===== src/rtl/lsu_dmem_ctrl_if.sv =====
// Purpose: request/response and data-memory port bundle for the load/store unit.
// Latency: none, wires only.
// Backpressure: the request side uses valid/ready; the memory side has no stall.
interface lsu_dmem_ctrl_if #(
    parameter int NB_ADDR = 32,
    parameter int NB_WORD = 32
);
    logic               i_req_valid;
    logic               o_req_ready;
    logic               i_req_we;
    logic [2:0]         i_req_funct3;
    logic [NB_ADDR-1:0] i_req_addr;
    logic [NB_WORD-1:0] i_req_wdata;

    logic               o_rsp_valid;
    logic               o_rsp_err;
    logic [NB_WORD-1:0] o_rsp_rdata;

    logic [NB_ADDR-1:0] o_dmem_address;
    logic [NB_WORD-1:0] o_dmem_wr_data;
    logic               o_dmem_wr_enable;
    logic [NB_WORD-1:0] i_dmem_rd_data;

    // The load/store unit itself.
    modport slave (
        input  i_req_valid, i_req_we, i_req_funct3, i_req_addr, i_req_wdata,
        input  i_dmem_rd_data,
        output o_req_ready, o_rsp_valid, o_rsp_err, o_rsp_rdata,
        output o_dmem_address, o_dmem_wr_data, o_dmem_wr_enable
    );

    // The execute stage plus memory side that surround the unit.
    modport master (
        output i_req_valid, i_req_we, i_req_funct3, i_req_addr, i_req_wdata,
        output i_dmem_rd_data,
        input  o_req_ready, o_rsp_valid, o_rsp_err, o_rsp_rdata,
        input  o_dmem_address, o_dmem_wr_data, o_dmem_wr_enable
    );
endinterface


===== src/rtl/lsu_dmem_ctrl.sv =====
// Purpose: RV32I load/store unit; byte/half stores done as read-modify-write of the word.
// Latency: error 1 cycle, SW 2, loads 3, SB/SH 4 cycles from acceptance to rsp_valid.
// Backpressure: one request in flight; o_req_ready is high only in IDLE.
module lsu_dmem_ctrl #(
    parameter int NB_ADDR = 32,
    parameter int NB_WORD = 32
) (
    input  logic           i_clock,
    input  logic           i_reset,
    lsu_dmem_ctrl_if.slave bus
);

    typedef enum logic [2:0] {
        IDLE,
        LD_ADDR,
        LD_DATA,
        ST_WRITE,
        RMW_ADDR,
        RMW_MERGE,
        RMW_WRITE
    } state_t;

    state_t             state_q, state_d;
    logic [1:0]         lane_q, lane_d;
    logic [2:0]         funct3_q, funct3_d;
    logic [15:0]        wdata_q, wdata_d;
    logic [NB_ADDR-1:0] dmem_addr_q, dmem_addr_d;
    logic [NB_WORD-1:0] dmem_wdata_q, dmem_wdata_d;
    logic               dmem_we_q, dmem_we_d;
    logic               rsp_vld_q, rsp_vld_d;
    logic               rsp_err_q, rsp_err_d;
    logic [NB_WORD-1:0] rsp_rdata_q, rsp_rdata_d;

    // Size/alignment legality; funct3 4/5 exist only for loads.
    function automatic logic req_legal(input logic we, input logic [2:0] f3, input logic [1:0] off);
        logic ok;
        ok = 1'b0;
        case (f3)
            3'd0:    ok = 1'b1;
            3'd1:    ok = !off[0];
            3'd2:    ok = (off == 2'b00);
            3'd4:    ok = !we;
            3'd5:    ok = !we && !off[0];
            default: ok = 1'b0;
        endcase
        return ok;
    endfunction

    // Pick the addressed lane out of the read word and extend it; funct3[2] selects zero-extension.
    function automatic logic [NB_WORD-1:0] load_extend(input logic [NB_WORD-1:0] word,
                                                       input logic [2:0] f3, input logic [1:0] off);
        logic [7:0]         b;
        logic [15:0]        h;
        logic [NB_WORD-1:0] r;
        b = word[{off, 3'b000} +: 8];
        h = word[{off[1], 4'b0000} +: 16];
        case (f3[1:0])
            2'd0:    r = f3[2] ? {{(NB_WORD-8){1'b0}}, b}  : {{(NB_WORD-8){b[7]}}, b};
            2'd1:    r = f3[2] ? {{(NB_WORD-16){1'b0}}, h} : {{(NB_WORD-16){h[15]}}, h};
            default: r = word;
        endcase
        return r;
    endfunction

    // Replace the selected byte or halfword of the old word with the store data.
    function automatic logic [NB_WORD-1:0] store_merge(input logic [NB_WORD-1:0] word,
                                                       input logic [15:0] wd,
                                                       input logic [2:0] f3, input logic [1:0] off);
        logic [NB_WORD-1:0] m;
        m = word;
        case (f3[1:0])
            2'd0:    m[{off, 3'b000} +: 8]    = wd[7:0];
            2'd1:    m[{off[1], 4'b0000} +: 16] = wd[15:0];
            default: m = word;
        endcase
        return m;
    endfunction

    // Next-state and registered-output logic; address and write data hold unless changed here.
    always_comb begin
        state_d      = state_q;
        lane_d       = lane_q;
        funct3_d     = funct3_q;
        wdata_d      = wdata_q;
        dmem_addr_d  = dmem_addr_q;
        dmem_wdata_d = dmem_wdata_q;
        dmem_we_d    = 1'b0;
        rsp_vld_d    = 1'b0;
        rsp_err_d    = 1'b0;
        rsp_rdata_d  = '0;

        case (state_q)
            IDLE: begin
                if (bus.i_req_valid) begin
                    if (!req_legal(bus.i_req_we, bus.i_req_funct3, bus.i_req_addr[1:0])) begin
                        // Rejected requests answer next cycle and leave the memory port untouched.
                        rsp_vld_d = 1'b1;
                        rsp_err_d = 1'b1;
                    end else begin
                        lane_d      = bus.i_req_addr[1:0];
                        funct3_d    = bus.i_req_funct3;
                        wdata_d     = bus.i_req_wdata[15:0];
                        dmem_addr_d = {bus.i_req_addr[NB_ADDR-1:2], 2'b00};
                        if (!bus.i_req_we) begin
                            state_d = LD_ADDR;
                        end else if (bus.i_req_funct3[1:0] == 2'd2) begin
                            state_d      = ST_WRITE;
                            dmem_wdata_d = bus.i_req_wdata;
                            dmem_we_d    = 1'b1;
                        end else begin
                            state_d = RMW_ADDR;
                        end
                    end
                end
            end
            LD_ADDR: state_d = LD_DATA;
            LD_DATA: begin
                rsp_vld_d   = 1'b1;
                rsp_rdata_d = load_extend(bus.i_dmem_rd_data, funct3_q, lane_q);
                state_d     = IDLE;
            end
            ST_WRITE: begin
                rsp_vld_d = 1'b1;
                state_d   = IDLE;
            end
            RMW_ADDR: state_d = RMW_MERGE;
            RMW_MERGE: begin
                dmem_wdata_d = store_merge(bus.i_dmem_rd_data, wdata_q, funct3_q, lane_q);
                dmem_we_d    = 1'b1;
                state_d      = RMW_WRITE;
            end
            RMW_WRITE: begin
                rsp_vld_d = 1'b1;
                state_d   = IDLE;
            end
            default: state_d = IDLE;
        endcase
    end

    // State and output registers; reset clears the write strobe immediately and drops any pending response.
    always_ff @(posedge i_clock or negedge i_reset) begin
        if (!i_reset) begin
            state_q      <= IDLE;
            lane_q       <= '0;
            funct3_q     <= '0;
            wdata_q      <= '0;
            dmem_addr_q  <= '0;
            dmem_wdata_q <= '0;
            dmem_we_q    <= 1'b0;
            rsp_vld_q    <= 1'b0;
            rsp_err_q    <= 1'b0;
            rsp_rdata_q  <= '0;
        end else begin
            state_q      <= state_d;
            lane_q       <= lane_d;
            funct3_q     <= funct3_d;
            wdata_q      <= wdata_d;
            dmem_addr_q  <= dmem_addr_d;
            dmem_wdata_q <= dmem_wdata_d;
            dmem_we_q    <= dmem_we_d;
            rsp_vld_q    <= rsp_vld_d;
            rsp_err_q    <= rsp_err_d;
            rsp_rdata_q  <= rsp_rdata_d;
        end
    end

    assign bus.o_req_ready      = (state_q == IDLE);
    assign bus.o_rsp_valid      = rsp_vld_q;
    assign bus.o_rsp_err        = rsp_err_q;
    assign bus.o_rsp_rdata      = rsp_rdata_q;
    assign bus.o_dmem_address   = dmem_addr_q;
    assign bus.o_dmem_wr_data   = dmem_wdata_q;
    assign bus.o_dmem_wr_enable = dmem_we_q;

endmodule


===== src/flat_wrapper.sv =====
// flat-port wrapper written by rule: the top's interface ports become plain ports
module lsu_dmem_ctrl_flat 
#(
    parameter int NB_ADDR = 32,
    parameter int NB_WORD = 32
)
  (i_clock, i_reset, bus_i_req_valid, bus_i_req_we, bus_i_req_funct3, bus_i_req_addr, bus_i_req_wdata, bus_i_dmem_rd_data, bus_o_req_ready, bus_o_rsp_valid, bus_o_rsp_err, bus_o_rsp_rdata, bus_o_dmem_address, bus_o_dmem_wr_data, bus_o_dmem_wr_enable);
  lsu_dmem_ctrl_if #(.NB_ADDR(NB_ADDR), .NB_WORD(NB_WORD)) bus_i ();
  input  logic i_clock;
  input  logic i_reset;
  input wire logic [$bits(bus_i.i_req_valid)-1:0] bus_i_req_valid;
  input wire logic [$bits(bus_i.i_req_we)-1:0] bus_i_req_we;
  input wire logic [$bits(bus_i.i_req_funct3)-1:0] bus_i_req_funct3;
  input wire logic [$bits(bus_i.i_req_addr)-1:0] bus_i_req_addr;
  input wire logic [$bits(bus_i.i_req_wdata)-1:0] bus_i_req_wdata;
  input wire logic [$bits(bus_i.i_dmem_rd_data)-1:0] bus_i_dmem_rd_data;
  output wire logic [$bits(bus_i.o_req_ready)-1:0] bus_o_req_ready;
  output wire logic [$bits(bus_i.o_rsp_valid)-1:0] bus_o_rsp_valid;
  output wire logic [$bits(bus_i.o_rsp_err)-1:0] bus_o_rsp_err;
  output wire logic [$bits(bus_i.o_rsp_rdata)-1:0] bus_o_rsp_rdata;
  output wire logic [$bits(bus_i.o_dmem_address)-1:0] bus_o_dmem_address;
  output wire logic [$bits(bus_i.o_dmem_wr_data)-1:0] bus_o_dmem_wr_data;
  output wire logic [$bits(bus_i.o_dmem_wr_enable)-1:0] bus_o_dmem_wr_enable;
  assign bus_i.i_req_valid = bus_i_req_valid;
  assign bus_i.i_req_we = bus_i_req_we;
  assign bus_i.i_req_funct3 = bus_i_req_funct3;
  assign bus_i.i_req_addr = bus_i_req_addr;
  assign bus_i.i_req_wdata = bus_i_req_wdata;
  assign bus_i.i_dmem_rd_data = bus_i_dmem_rd_data;
  assign bus_o_req_ready = bus_i.o_req_ready;
  assign bus_o_rsp_valid = bus_i.o_rsp_valid;
  assign bus_o_rsp_err = bus_i.o_rsp_err;
  assign bus_o_rsp_rdata = bus_i.o_rsp_rdata;
  assign bus_o_dmem_address = bus_i.o_dmem_address;
  assign bus_o_dmem_wr_data = bus_i.o_dmem_wr_data;
  assign bus_o_dmem_wr_enable = bus_i.o_dmem_wr_enable;
  lsu_dmem_ctrl #(.NB_ADDR(NB_ADDR), .NB_WORD(NB_WORD)) u_core (.i_clock(i_clock), .i_reset(i_reset), .bus(bus_i));
endmodule

===== config.mk =====
export PLATFORM = sky130hd
export DESIGN_NAME = lsu_dmem_ctrl_flat
export DESIGN_NICKNAME = d
export VERILOG_FILES = /design/src/rtl/lsu_dmem_ctrl_if.sv /design/src/rtl/lsu_dmem_ctrl.sv /design/src/flat_wrapper.sv
export SDC_FILE = /design/constraint.sdc
export NUM_CORES = 1
export LEC_CHECK = 0
export ABC_AREA = 1
export CAP_MARGIN = 20
export CORE_MARGIN = 2
export CORE_UTILIZATION = 27
export CTS_CLUSTER_DIAMETER = 60
export DETAILED_ROUTE_END_ITERATION = 10
export GPL_TIMING_DRIVEN = 0
export SYNTH_ARGS = -nofsm -noshare
export SYNTH_HDL_FRONTEND = slang
export SYNTH_SLANG_ARGS = --single-unit

===== constraint.sdc =====
create_clock -name i_clock -period 2.2 [get_ports i_clock]
set_input_delay 0.44 -clock i_clock [delete_from_list [all_inputs] [get_ports i_clock]]
set_output_delay 0.44 -clock i_clock [all_outputs]
set_load 0.05 [all_outputs]

==> impl_metrics.env <==
export IMPL_violations="negative hold slack"
export IMPL_cts_sinks=121
export IMPL_ctsHoldBuffers=0
export IMPL_routed_wl_um=27500
export IMPL_ys_warn_count=0
export IMPL_synth_compound_area_share=0.108
export IMPL_finClkSkew_ns=0.00688
export IMPL_finalHoldViolations=12
export IMPL_first_global_vias=7110
export IMPL_hpwlAfterDp_um=21100
export IMPL_grt_max_degree=66
export IMPL_path_clk_slew_ns=0.06
export IMPL_worstSetupPathType="reg -> reg"
export IMPL_avgRoutedWirePerCell_um=17.5
export IMPL_period_minus_slack_ns=2.08
export IMPL_synth_area_mm2=0.00703
export IMPL_vias=7375
export IMPL_setup_violations_final=0
export IMPL_top_level_ports=203
export IMPL_antenna_cells=0
export IMPL_fin_nets=1333
export IMPL_h_tree_depth=4
export IMPL_cts_buffer_depth=2
export IMPL_synth_main_ff_cell="dfrtp_1"
export IMPL_num_fill_cells=2738
export IMPL_port_buffers=200
export IMPL_critPathArrivalTime_ns=2.45
export IMPL_rsz0062_at_grt="false"
export IMPL_ys_seq_area_frac=0.431
export IMPL_synth_enable_flop_cells=0
export IMPL_fmax_mhz=481
export IMPL_hold_ws_ns=-0.0201
export IMPL_drt_iter0_drc=618
export IMPL_peakVddDrop_uv=658
export IMPL_grt_usage=0.205
export IMPL_root_buffer="clkbuf_16"
export IMPL_insertion_delay_ns=0.43
export IMPL_cts_buffers=17
export IMPL_postSynthAreaPerCell_um2=7.00
export IMPL_syn_instance_count=1005
export IMPL_power_leakage_uw=0.00491
export IMPL_async_reset_ff_frac=1.00
export IMPL_grt_pass1_wl_um=41900
export IMPL_fin_crit_sh=0.945
export IMPL_yosys_area_share_simple=0.363
export IMPL_dpl_cell_area_mm2=0.00949
export IMPL_yosys_top_cells_area="dfrtp_1 43%, nand2_1 18%, nand3_1 9.1%"
export IMPL_outcome="finished with violations"
export IMPL_routed_via_density=4.69
export IMPL_synth_top_area_frac=0.431
export IMPL_synth_seq_cells=121
export IMPL_power_density_mw_per_mm2=1520
export IMPL_grt_overflow_total=0
export IMPL_end_kind="register"
export IMPL_relSlewSlack=0.594
export IMPL_rows=59
export IMPL_hp_class="in -> async"
export IMPL_die_h_um=165
export IMPL_syn_to_final_growth_pct=43.7
export IMPL_worst_path_max_fanout=18
export IMPL_ant_nets=0
export IMPL_route_detailed_drc=0
export IMPL_start_util=0.272
export IMPL_r2r_slack_ns=0.12
export IMPL_required_ns=2.57
export IMPL_tightest_slew_ns=0.609
export IMPL_antenna_found_initial=0
export IMPL_synth_common_cells="339 x nand2_1, 128 x nand3_1, 121 x dfrtp_1, 83 x nor2_1, 73 x inv_1"
export IMPL_gp_congestion=0.952
export IMPL_firstDrtPassIters=8
export IMPL_synthAdderAreaFrac=0.00890
export IMPL_drive_gt1_frac=0.108
export IMPL_fin_area_mm2=0.0101
export IMPL_synth_top_family_by_area="simple AND/OR/NAND/NOR gates"
export IMPL_yosysTopAreaCell="dfrtp_1"
export IMPL_die_x_um=165
export IMPL_drv_cap=0
export IMPL_synth_xor_area_frac=0
export IMPL_yosysMostFrequentCell="nand2_1"
export IMPL_startpoint_type="register"
export IMPL_synth_cell_types=31
export IMPL_die_area_mm2=0.0274
export IMPL_cts_tree="built"
export IMPL_core_area_mm2=0.0258
export IMPL_synth_mux_area_frac=0
export IMPL_drv_slew=0
## power by group
group	switching (µW)	total [µW]	leakage (µW)	internal [µW]
sequential	619	3710	0.00155	3090
combinational	6000	8710	0.00308	2710
clock	1210	2900	0.000285	1690
total	7820	15300	0.00491	7490
## worst max-delay path: stages, from the launching register on
cell and delay (ns):
dfrtp_2 0.42, buf_4 0.19, inv_6 0.10, ha_1 0.18, buf_2 0.17, inv_2 0.11, buf_4 0.18, nand3_1 0.14
o21ai_0 0.21, nand2_1 0.08, nand2_1 0.10, nand3_1 0.08, nand2_1 0.06
## what timing repair did
action	in CTS	in global routing
hold endpoints to repair	0	0
endpoints found under the setup margin	33	21
gates resized for setup	8	7
setup buffers	0	1
## layer usage
metal  share of wire  global-route usage
met1            0.47               0.279
met5               0                   0
met3           0.076              0.0599
met4           0.019              0.0588
met2            0.44               0.317
## flip-flops by register name, summed over array words and instances (netlist names), 2 cells and up
signal / count
u_core.wdata_q: 16
u_core.bus.o_dmem_address: 30
u_core.funct3_q: 3
u_core.state_q: 3
u_core.bus.o_dmem_wr_data: 32
u_core.lane_q: 2
u_core.bus.o_rsp_rdata: 32
## cell type report
| class | instances | area [µm²] | share of cell area |
|---|---|---|---|
| multi-input combinational | 744 | 3390 | 0.336 |
| buffer | 55 | 312 | 0.0308 |
| timing repair buffer | 202 | 2040 | 0.202 |
| tap | 335 | 419 | 0.0415 |
| sequential | 121 | 3030 | 0.300 |
| clock buffer | 17 | 425 | 0.0421 |
| inverter | 84 | 320 | 0.0317 |
| clock inverter | 15 | 168 | 0.0166 |
## layout by cell type, fill, tap and decap left out, drive strengths merged
cell type	synthesis	routed
inv	84	89
clkinv	0	6
ha	5	5
o211ai	6	6
conb	1	2
clkdlybuf4s15	0	1
nor3b	1	1
nand3	131	131
clkdlybuf4s50	0	198
clkbuf	16	31
a211oi	1	1
o21ai	57	57
buf	41	44
clkinvlp	0	2
a21oi	69	69
a31oi	1	1
nor2	99	99
dfrtp	121	121
nand4	2	2
o221ai	7	7
nand2	343	343
bufinv	0	2
or2	20	20
## cell families (layout without fill, tap and decap cells)
| logic type | count (synthesis) | count (layout) |
|---|---|---|
| buffers and inverters | 141 | 373 |
| AO/OA/AOI/OAI | 141 | 141 |
| flip-flops | 121 | 121 |
| other | 1 | 2 |
| AND/OR/NAND/NOR | 596 | 596 |
| adder cells (fa/ha/maj) | 5 | 5 |
## final timing paths
| kind | startpoint | end | cells past startpoint |
|---|---|---|---|
| setup reg to reg | u_core.lane_q[1] | u_core.bus.o_dmem_wr_data[29] | 12 |
| hold reg to reg | u_core.bus.o_dmem_address[29] | u_core.bus.o_dmem_address[29] | 2 |
| hold / removal | i_reset | u_core.bus.o_dmem_address[5] | 1 |
| setup / recovery | u_core.lane_q[1] | u_core.bus.o_dmem_wr_data[29] | 12 |
| min in group i_clock | u_core.bus.o_dmem_address[29] | u_core.bus.o_dmem_address[29] | 2 |
| max in group asynchronous | i_reset | u_core.bus.o_rsp_rdata[6] | 2 |
## per-stage QoR
step / util / cells / power [µW] / setup TNS (ns) / setup slack (ns)
6_report: 0.391 / 1573 / 15300 / 0 / 0.120
5_1_grt: 0.391 / 1573 / 16300 / 0 / 0.00432
4_1_cts: 0.390 / 1573 / 15300 / 0 / 0.0312
3_5_place_dp: 0.367 / 1542 / 12300 / -15.67 / -0.627
3_3_place_gp: 0.366 / 1541 / 12300 / -543.86 / -4.38
2_1_floorplan: - / 1006 / 9360 / 0 / 0.192
Power figures use the tool's default switching activity.
